===== config.mk =====
export PLATFORM = sky130hd
export DESIGN_NAME = serial_word_deserializer_flat
export DESIGN_NICKNAME = d
export VERILOG_FILES = /design/src/rtl/serial_word_deserializer_if.sv /design/src/rtl/serial_word_deserializer.sv /design/src/flat_wrapper.sv
export SDC_FILE = /design/constraint.sdc
export NUM_CORES = 1
export LEC_CHECK = 0
export BUFFER_PORTS_ARGS = -buffer_cell sky130_fd_sc_hd__buf_4
export CAP_MARGIN = 30
export CORE_AREA = 5 5 42 44
export DETAILED_ROUTE_END_ITERATION = 12
export DIE_AREA = 0 0 47 49
export GPL_TIMING_DRIVEN = 0
export MAX_ROUTING_LAYER = met4
export PLACE_DENSITY = 0.56
export REMOVE_ABC_BUFFERS = 1
export SKIP_LAST_GASP = 1
export SYNTH_ARGS = -nofsm -noshare
export SYNTH_HDL_FRONTEND = slang
export SYNTH_SLANG_ARGS = --single-unit

===== constraint.sdc =====
create_clock -name clk -period 1.5 [get_ports clk]
set_input_delay 0 -clock clk [delete_from_list [all_inputs] [get_ports clk]]
set_output_delay 0 -clock clk [all_outputs]
set_load 0.05 [all_outputs]

===== src/rtl/serial_word_deserializer_if.sv =====
// Bundle of the serial input side and the parallel word output side of
// serial_word_deserializer; the deserializer uses the slave modport.
interface serial_word_deserializer_if #(
  parameter int WIDTH = 4
);
  // Handshake: a word transfers on any rising clk edge where word_valid and
  // word_ready are both 1. Once word_valid is 1, word_out stays stable until
  // that transfer happens. The serial side (si/si_valid/sof) has no back-pressure.
  logic             si;
  logic             si_valid;
  logic             sof;
  logic [WIDTH-1:0] word_out;
  logic             word_valid;
  logic             word_ready;
  logic             overflow;
  logic             clr_ovf;

  modport master (
    output si, si_valid, sof, word_ready, clr_ovf,
    input  word_out, word_valid, overflow
  );

  modport slave (
    input  si, si_valid, sof, word_ready, clr_ovf,
    output word_out, word_valid, overflow
  );
endinterface


===== src/rtl/serial_word_deserializer.sv =====
// Collects an MSB-first serial stream into WIDTH-bit words, held in a one-entry
// output register; words that complete while that register is still full are dropped.
module serial_word_deserializer #(
  parameter int WIDTH = 4
) (
  input  logic                        clk,
  input  logic                        reset,
  serial_word_deserializer_if.slave   bus
);
  localparam int SW = WIDTH - 1;
  localparam int CW = $clog2(WIDTH);

  typedef enum logic {
    EMPTY = 1'b0,
    FULL  = 1'b1
  } state_e;

  state_e           state_q, state_d;
  logic [SW-1:0]    sreg_q, sreg_d;
  logic [CW-1:0]    cnt_q, cnt_d;
  logic [WIDTH-1:0] word_out_q, word_out_d;
  logic             overflow_q, overflow_d;

  logic             sof_hit;
  logic             complete;
  logic             writable;
  logic             drain;
  logic [WIDTH-1:0] word;

  always_comb begin
    sof_hit  = bus.si_valid & bus.sof;
    // A start-of-frame on the last bit position suppresses completion.
    complete = bus.si_valid & ~bus.sof & (cnt_q == CW'(WIDTH - 1));
    word     = {sreg_q, bus.si};
    writable = (state_q == EMPTY) | bus.word_ready;
    drain    = (state_q == FULL) & bus.word_ready;

    sreg_d     = sreg_q;
    cnt_d      = cnt_q;
    word_out_d = word_out_q;
    state_d    = state_q;
    overflow_d = overflow_q;

    if (bus.si_valid) begin
      // Bits shifted in before a sof fall off the top before the word completes.
      sreg_d = SW'({sreg_q, bus.si});
      if (sof_hit) begin
        cnt_d = CW'(1);
      end else if (complete) begin
        cnt_d = '0;
      end else begin
        cnt_d = cnt_q + 1'b1;
      end
    end

    if (complete && writable) begin
      word_out_d = word;
      state_d    = FULL;
    end else if (drain) begin
      state_d = EMPTY;
    end

    if (bus.clr_ovf) begin
      overflow_d = 1'b0;
    end
    if (complete && !writable) begin
      overflow_d = 1'b1;
    end
  end

  always_ff @(posedge clk) begin
    if (!reset) begin
      state_q    <= EMPTY;
      sreg_q     <= '0;
      cnt_q      <= '0;
      word_out_q <= '0;
      overflow_q <= 1'b0;
    end else begin
      state_q    <= state_d;
      sreg_q     <= sreg_d;
      cnt_q      <= cnt_d;
      word_out_q <= word_out_d;
      overflow_q <= overflow_d;
    end
  end

  assign bus.word_out   = word_out_q;
  assign bus.word_valid = (state_q == FULL);
  assign bus.overflow   = overflow_q;
endmodule

===== src/flat_wrapper.sv =====
// flat-port wrapper written by rule: the top's interface ports become plain ports
module serial_word_deserializer_flat 
#(
  parameter int WIDTH = 4
)
  (clk, reset, bus_si, bus_si_valid, bus_sof, bus_word_ready, bus_clr_ovf, bus_word_out, bus_word_valid, bus_overflow);
  serial_word_deserializer_if #(.WIDTH(WIDTH)) bus_i ();
  input  logic clk;
  input  logic reset;
  input wire logic [$bits(bus_i.si)-1:0] bus_si;
  input wire logic [$bits(bus_i.si_valid)-1:0] bus_si_valid;
  input wire logic [$bits(bus_i.sof)-1:0] bus_sof;
  input wire logic [$bits(bus_i.word_ready)-1:0] bus_word_ready;
  input wire logic [$bits(bus_i.clr_ovf)-1:0] bus_clr_ovf;
  output wire logic [$bits(bus_i.word_out)-1:0] bus_word_out;
  output wire logic [$bits(bus_i.word_valid)-1:0] bus_word_valid;
  output wire logic [$bits(bus_i.overflow)-1:0] bus_overflow;
  assign bus_i.si = bus_si;
  assign bus_i.si_valid = bus_si_valid;
  assign bus_i.sof = bus_sof;
  assign bus_i.word_ready = bus_word_ready;
  assign bus_i.clr_ovf = bus_clr_ovf;
  assign bus_word_out = bus_i.word_out;
  assign bus_word_valid = bus_i.word_valid;
  assign bus_overflow = bus_i.overflow;
  serial_word_deserializer #(.WIDTH(WIDTH)) u_core (.clk(clk), .reset(reset), .bus(bus_i));
endmodule

## Word level (Yosys, flattened, before mapping)

Index checks and enable logic that the tools add are counted.

- Reduce and logical (&&, ||, !) cells: 5
- Equal/unequal tests: 1
- Add/subtract/negate cells: 1
- Bitwise operators: 7
- Multiplexer cells: 6

Operators by type and width:

| kind | number |
|---|---|
| AND 1 bit | 4 |
| two-way mux 1 bit | 4 |
| two-way mux 2 bit | 2 |
| nonzero test 2 bit | 2 |
| adder 2 x 1 -> 2 bit (second input constant) | 1 |
| == test 2 bit (second input constant) | 1 |
| logical AND 1 bit | 2 |
| inverter 1 bit | 2 |
| zero test 1 bit | 1 |
| bitwise OR 1 bit | 1 |

- Register bits: 11

## Longest topological paths before layout

- Depth in word-level cells: 5
- Gate-level depth with buffers: 5
- Depth with buffers taken out: 4

## Worst setup path before layout

Ideal clock, no wire load.

- Path type: register to register
- Start: reg u_core.state_q, in the netlist u_core.bus.word_valid
- End: reg u_core.word_out_q[0], in the netlist u_core.bus.word_out[0]
- Library setup time: 0.118 ns
- Path slack: 0.270 ns
- Cell stages (with the launch flop): 5
- Arrival: 1.112 ns
- Period minus slack after synthesis: 1.230 ns
- Path through: dfxtp_1 > nand2b_1 > nor2b_4 > buf_6 > mux2i_1

- Longest elaborated chain between the ends: 3

RTL lines:

| item | RTL line | source |
|---|---|---|
| start, declared | serial_word_deserializer.sv:18 | `state_e state_q, state_d;` |
| start signal, assigned | serial_word_deserializer.sv:79 | `state_q <= state_d;` |
| inverter 1 bit | serial_word_deserializer.sv:35 | `writable = (state_q == EMPTY) \| bus.word_ready;` |
| bitwise OR 1 bit | serial_word_deserializer.sv:35 |  |
| logical AND 1 bit | serial_word_deserializer.sv:56 | `if (complete && writable) begin` |
| end signal, assigned | serial_word_deserializer.sv:82 | `word_out_q <= word_out_d;` |
| end, declared | serial_word_deserializer.sv:21 | `logic [WIDTH-1:0] word_out_q, word_out_d;` |

Every way passes these cells.
A chain may end at the register's enable or synchronous reset.

## Worst setup path in the final report

- Start: reg u_core.cnt_q[0]
- End: reg u_core.word_out_q[1], in the netlist u_core.bus.word_out[1]

- Longest elaborated chain between the ends: 3

RTL lines:

| item | RTL line | source |
|---|---|---|
| start, declared | serial_word_deserializer.sv:20 | `logic [CW-1:0] cnt_q, cnt_d;` |
| start signal, assigned | serial_word_deserializer.sv:81 | `cnt_q <= cnt_d;` |
| == test 2 bit | serial_word_deserializer.sv:33 | `complete = bus.si_valid & ~bus.sof & (cnt_q == CW'(WIDTH - 1));` |
| AND 1 bit | serial_word_deserializer.sv:33 |  |
| logical AND 1 bit | serial_word_deserializer.sv:56 |  |

Every way passes these cells.

==> results.sh <==
export IMPL_status="complete, no violations"
export IMPL_num_fill_cells=162
export IMPL_yosysSeqAreaShare=0.4548
export IMPL_finalHoldViolCount=0
export IMPL_reg2reg_setup_slack_ns=0.34
export IMPL_wl_per_cell_um=10.46
export IMPL_avgSynthCellArea_um2=10.30
export IMPL_routabilityCongestion=0.6309
export IMPL_rsz0062_at_grt="false"
export IMPL_worstHoldStart="bus_sof"
export IMPL_coreArea_um2=1401
export IMPL_clock_skew_ns=0.002829
export IMPL_drt_pass1_iterations=2
export IMPL_hold_path_cell_count=3
export IMPL_busiest_layer="met2"
export IMPL_postPlaceCellArea_um2=566.8
export IMPL_met3_usage=0.02583
export IMPL_synth_cell_types=20
export IMPL_yosys_top_cells_area="dfxtp_1 45%, mux2i_1 14%, nand2_1 6.2%"
export IMPL_critPathCaptureType="flip-flop"
export IMPL_fmax_mhz=860.8
export IMPL_maxCapViolCount=0
export IMPL_clk_latency_ns=0.27
export IMPL_start_util=0.3455
export IMPL_synthCells=47
export IMPL_ant_nets=0
export IMPL_drive_above_1_share=0.2903
export IMPL_vias_per_cell=4.526
export IMPL_synth_edf_count=0
export IMPL_maxSlewViolCount=0
export IMPL_finalCritPeriodShare=0.7745
export IMPL_power_leakage_nw=0.2708
export IMPL_peakVddDrop_mv=0.5159
export IMPL_cts_max_path_buffers=2
export IMPL_cts_num_sinks=11
export IMPL_min_to="u_core.cnt_q[0]$_SDFFE_PN0P_"
export IMPL_r2r_start="u_core.cnt_q[0]$_SDFFE_PN0P_"
export IMPL_dpl_worst_slack_ns=0.3511
export IMPL_cts_made_buffers=3
export IMPL_cts_setup_buffers=0
export IMPL_h_tree_depth=1
export IMPL_setup_viol=0
export IMPL_required_ns=1.70
export IMPL_nets=71
export IMPL_pin_count=13
export IMPL_areaGrowthSynthToFinish_pct=26.62
export IMPL_diodes=0
export IMPL_cts_root_buf="clkbuf_4"
export IMPL_crit_path_start_kind="flip-flop"
export IMPL_startpoint="u_core.cnt_q[0]$_SDFFE_PN0P_"
export IMPL_rr_endpoint="u_core.bus.word_out[1]$_SDFFE_PN0P_"
export IMPL_io_buffers=12
export IMPL_power_density_nw_per_um2=896.7
export IMPL_layout_setup_ws_ns=0.3383
export IMPL_die_w_um=47
export IMPL_post_synth_top_count_cell="dfxtp_1"
export IMPL_worst_ep_arrival_time_ns=1.36
export IMPL_hpwl_um=585.1
export IMPL_antenna_found_initial=0
export IMPL_synthArstFlopShare=0
export IMPL_cts_tree="yes"
export IMPL_routed_wl_um=816
export IMPL_postLayoutCellArea_um2=613.1
export IMPL_track_usage=0.09051
export IMPL_synthTopCellsByCount="11 x dfxtp_1, 8 x nand2_1, 7 x mux2i_1, 3 x nor2b_1"
export IMPL_vias=353
export IMPL_die_y_um=49
export IMPL_yosysTopAreaCell="dfxtp_1"
export IMPL_initialDrtViolationCount=3
export IMPL_grt_use_met2=0.1244
export IMPL_grt_pass1_vias=352
export IMPL_critical_path_class="reg -> reg"
export IMPL_hp_class="in -> reg"
export IMPL_maxSlewHeadroom=0.8800
export IMPL_clk_pin_slew_ns=0.07
export IMPL_reg2reg_depth=4
export IMPL_synth_top_area_frac=0.4548
export IMPL_grt_first_pass_wirelength_mm=1.442
export IMPL_ys_flop_type="dfxtp_1"
export IMPL_setup_tns_ns=0
export IMPL_synth_seq_cells=11
export IMPL_postLayoutCoreUtil=0.4375
export IMPL_syn_area_um2=484.2
export IMPL_post_route_drc_count=0
export IMPL_finalPower_mw=0.5497
export IMPL_worstMarginPinSlew_ns=0.1796
export IMPL_grt_met1_usage=0.1064
export IMPL_crit_fanout=4
export IMPL_overflow=0
export IMPL_grt_max_degree=16
export IMPL_dieArea_um2=2303
export IMPL_period_needed_ns=1.162
export IMPL_rows=14
export IMPL_yosysWarnings=0
-- metal layers --
layer / vias up / part of all wire
li1: 185 / -
met1: 153 / 0.43
met2: 11 / 0.45
met3: 4 / 0.087
met4: 0 / 0.026
met5: - / 0
-- critical path, cell delays in order (launching register included) --
cell      delay, ns
dfxtp_1        0.36
ha_1           0.22
nand3b_4       0.11
nor2b_4        0.20
mux2i_1        0.20
-- layout by cell type, fill, tap and decap left out, drive strengths merged --
cell          n
dlygate4sd3   2
buf          12
nor2b         4
clkbuf        4
a21boi        2
mux2i         7
nand2         8
nand2b        2
o22ai         1
o21ai         1
nor2          2
inv           1
and2          1
ha            1
dfxtp        11
a21oi         1
nand3b        2
-- cell type report --
type | count | area [um2] | share of cell area
clock buffers | 4 | 26.28 | 0.04286
inverters | 1 | 3.754 | 0.006122
multi-input cells | 32 | 232.7 | 0.3796
flip-flops and latches | 11 | 220.2 | 0.3592
well taps | 16 | 20.02 | 0.03265
repair buffers | 14 | 110.1 | 0.1796
-- where the power goes --
part | internal [mW] | switching [mW] | total [mW]
Clock | 0.103 | 0.0988 | 0.202
Sequential | 0.298 | 0.00450 | 0.303
Combinational | 0.0265 | 0.0188 | 0.0453
-- repair_timing --
action,in CTS,in global routing
hold buffers,2,0
endpoints found under the setup margin,0,0
endpoints found under the hold margin,2,0
gates resized for setup,0,0
-- worst max path at each step --
stage	to	depth (start not counted)
3_3_place_gp	u_core.bus.word_out[0]$_SDFFE_PN0P_	4
5_1_grt	u_core.bus.word_out[2]$_SDFFE_PN0P_	4
3_5_place_dp	u_core.bus.word_out[1]$_SDFFE_PN0P_	4
2_1_floorplan	u_core.bus.word_out[0]$_SDFFE_PN0P_	3
6_report	u_core.bus.word_out[1]$_SDFFE_PN0P_	4
4_1_cts	u_core.bus.word_out[1]$_SDFFE_PN0P_	4
-- sequential cells by signal (all words and copies together), names as in the netlist --
signal                 cells
u_core.bus.word_valid      1
u_core.sreg_q              3
u_core.bus.overflow        1
u_core.cnt_q               2
u_core.bus.word_out        4
-- kinds of logic after synthesis --
logic type / Yosys count / synth area share
multiplexers: 7 / 0.1447
AND/OR/NAND/NOR: 19 / 0.2455
buffers and inverters: 4 / 0.06458
adder cells (fa/ha/maj): 1 / 0.02584
AO/OA/AOI/OAI: 5 / 0.06460
flip-flops: 11 / 0.4548
-- stage by stage --
step | hold WS [ns] | instances
final | 0.01319 | 78
after global routing | 0.01660 | 78
after CTS | 0.008287 | 78
after detailed placement | 0.2756 | 72
after global placement | 0.2673 | 72
after floorplan | 0.08936 | 44
Note: power is estimated with default switching activity, not from simulation.
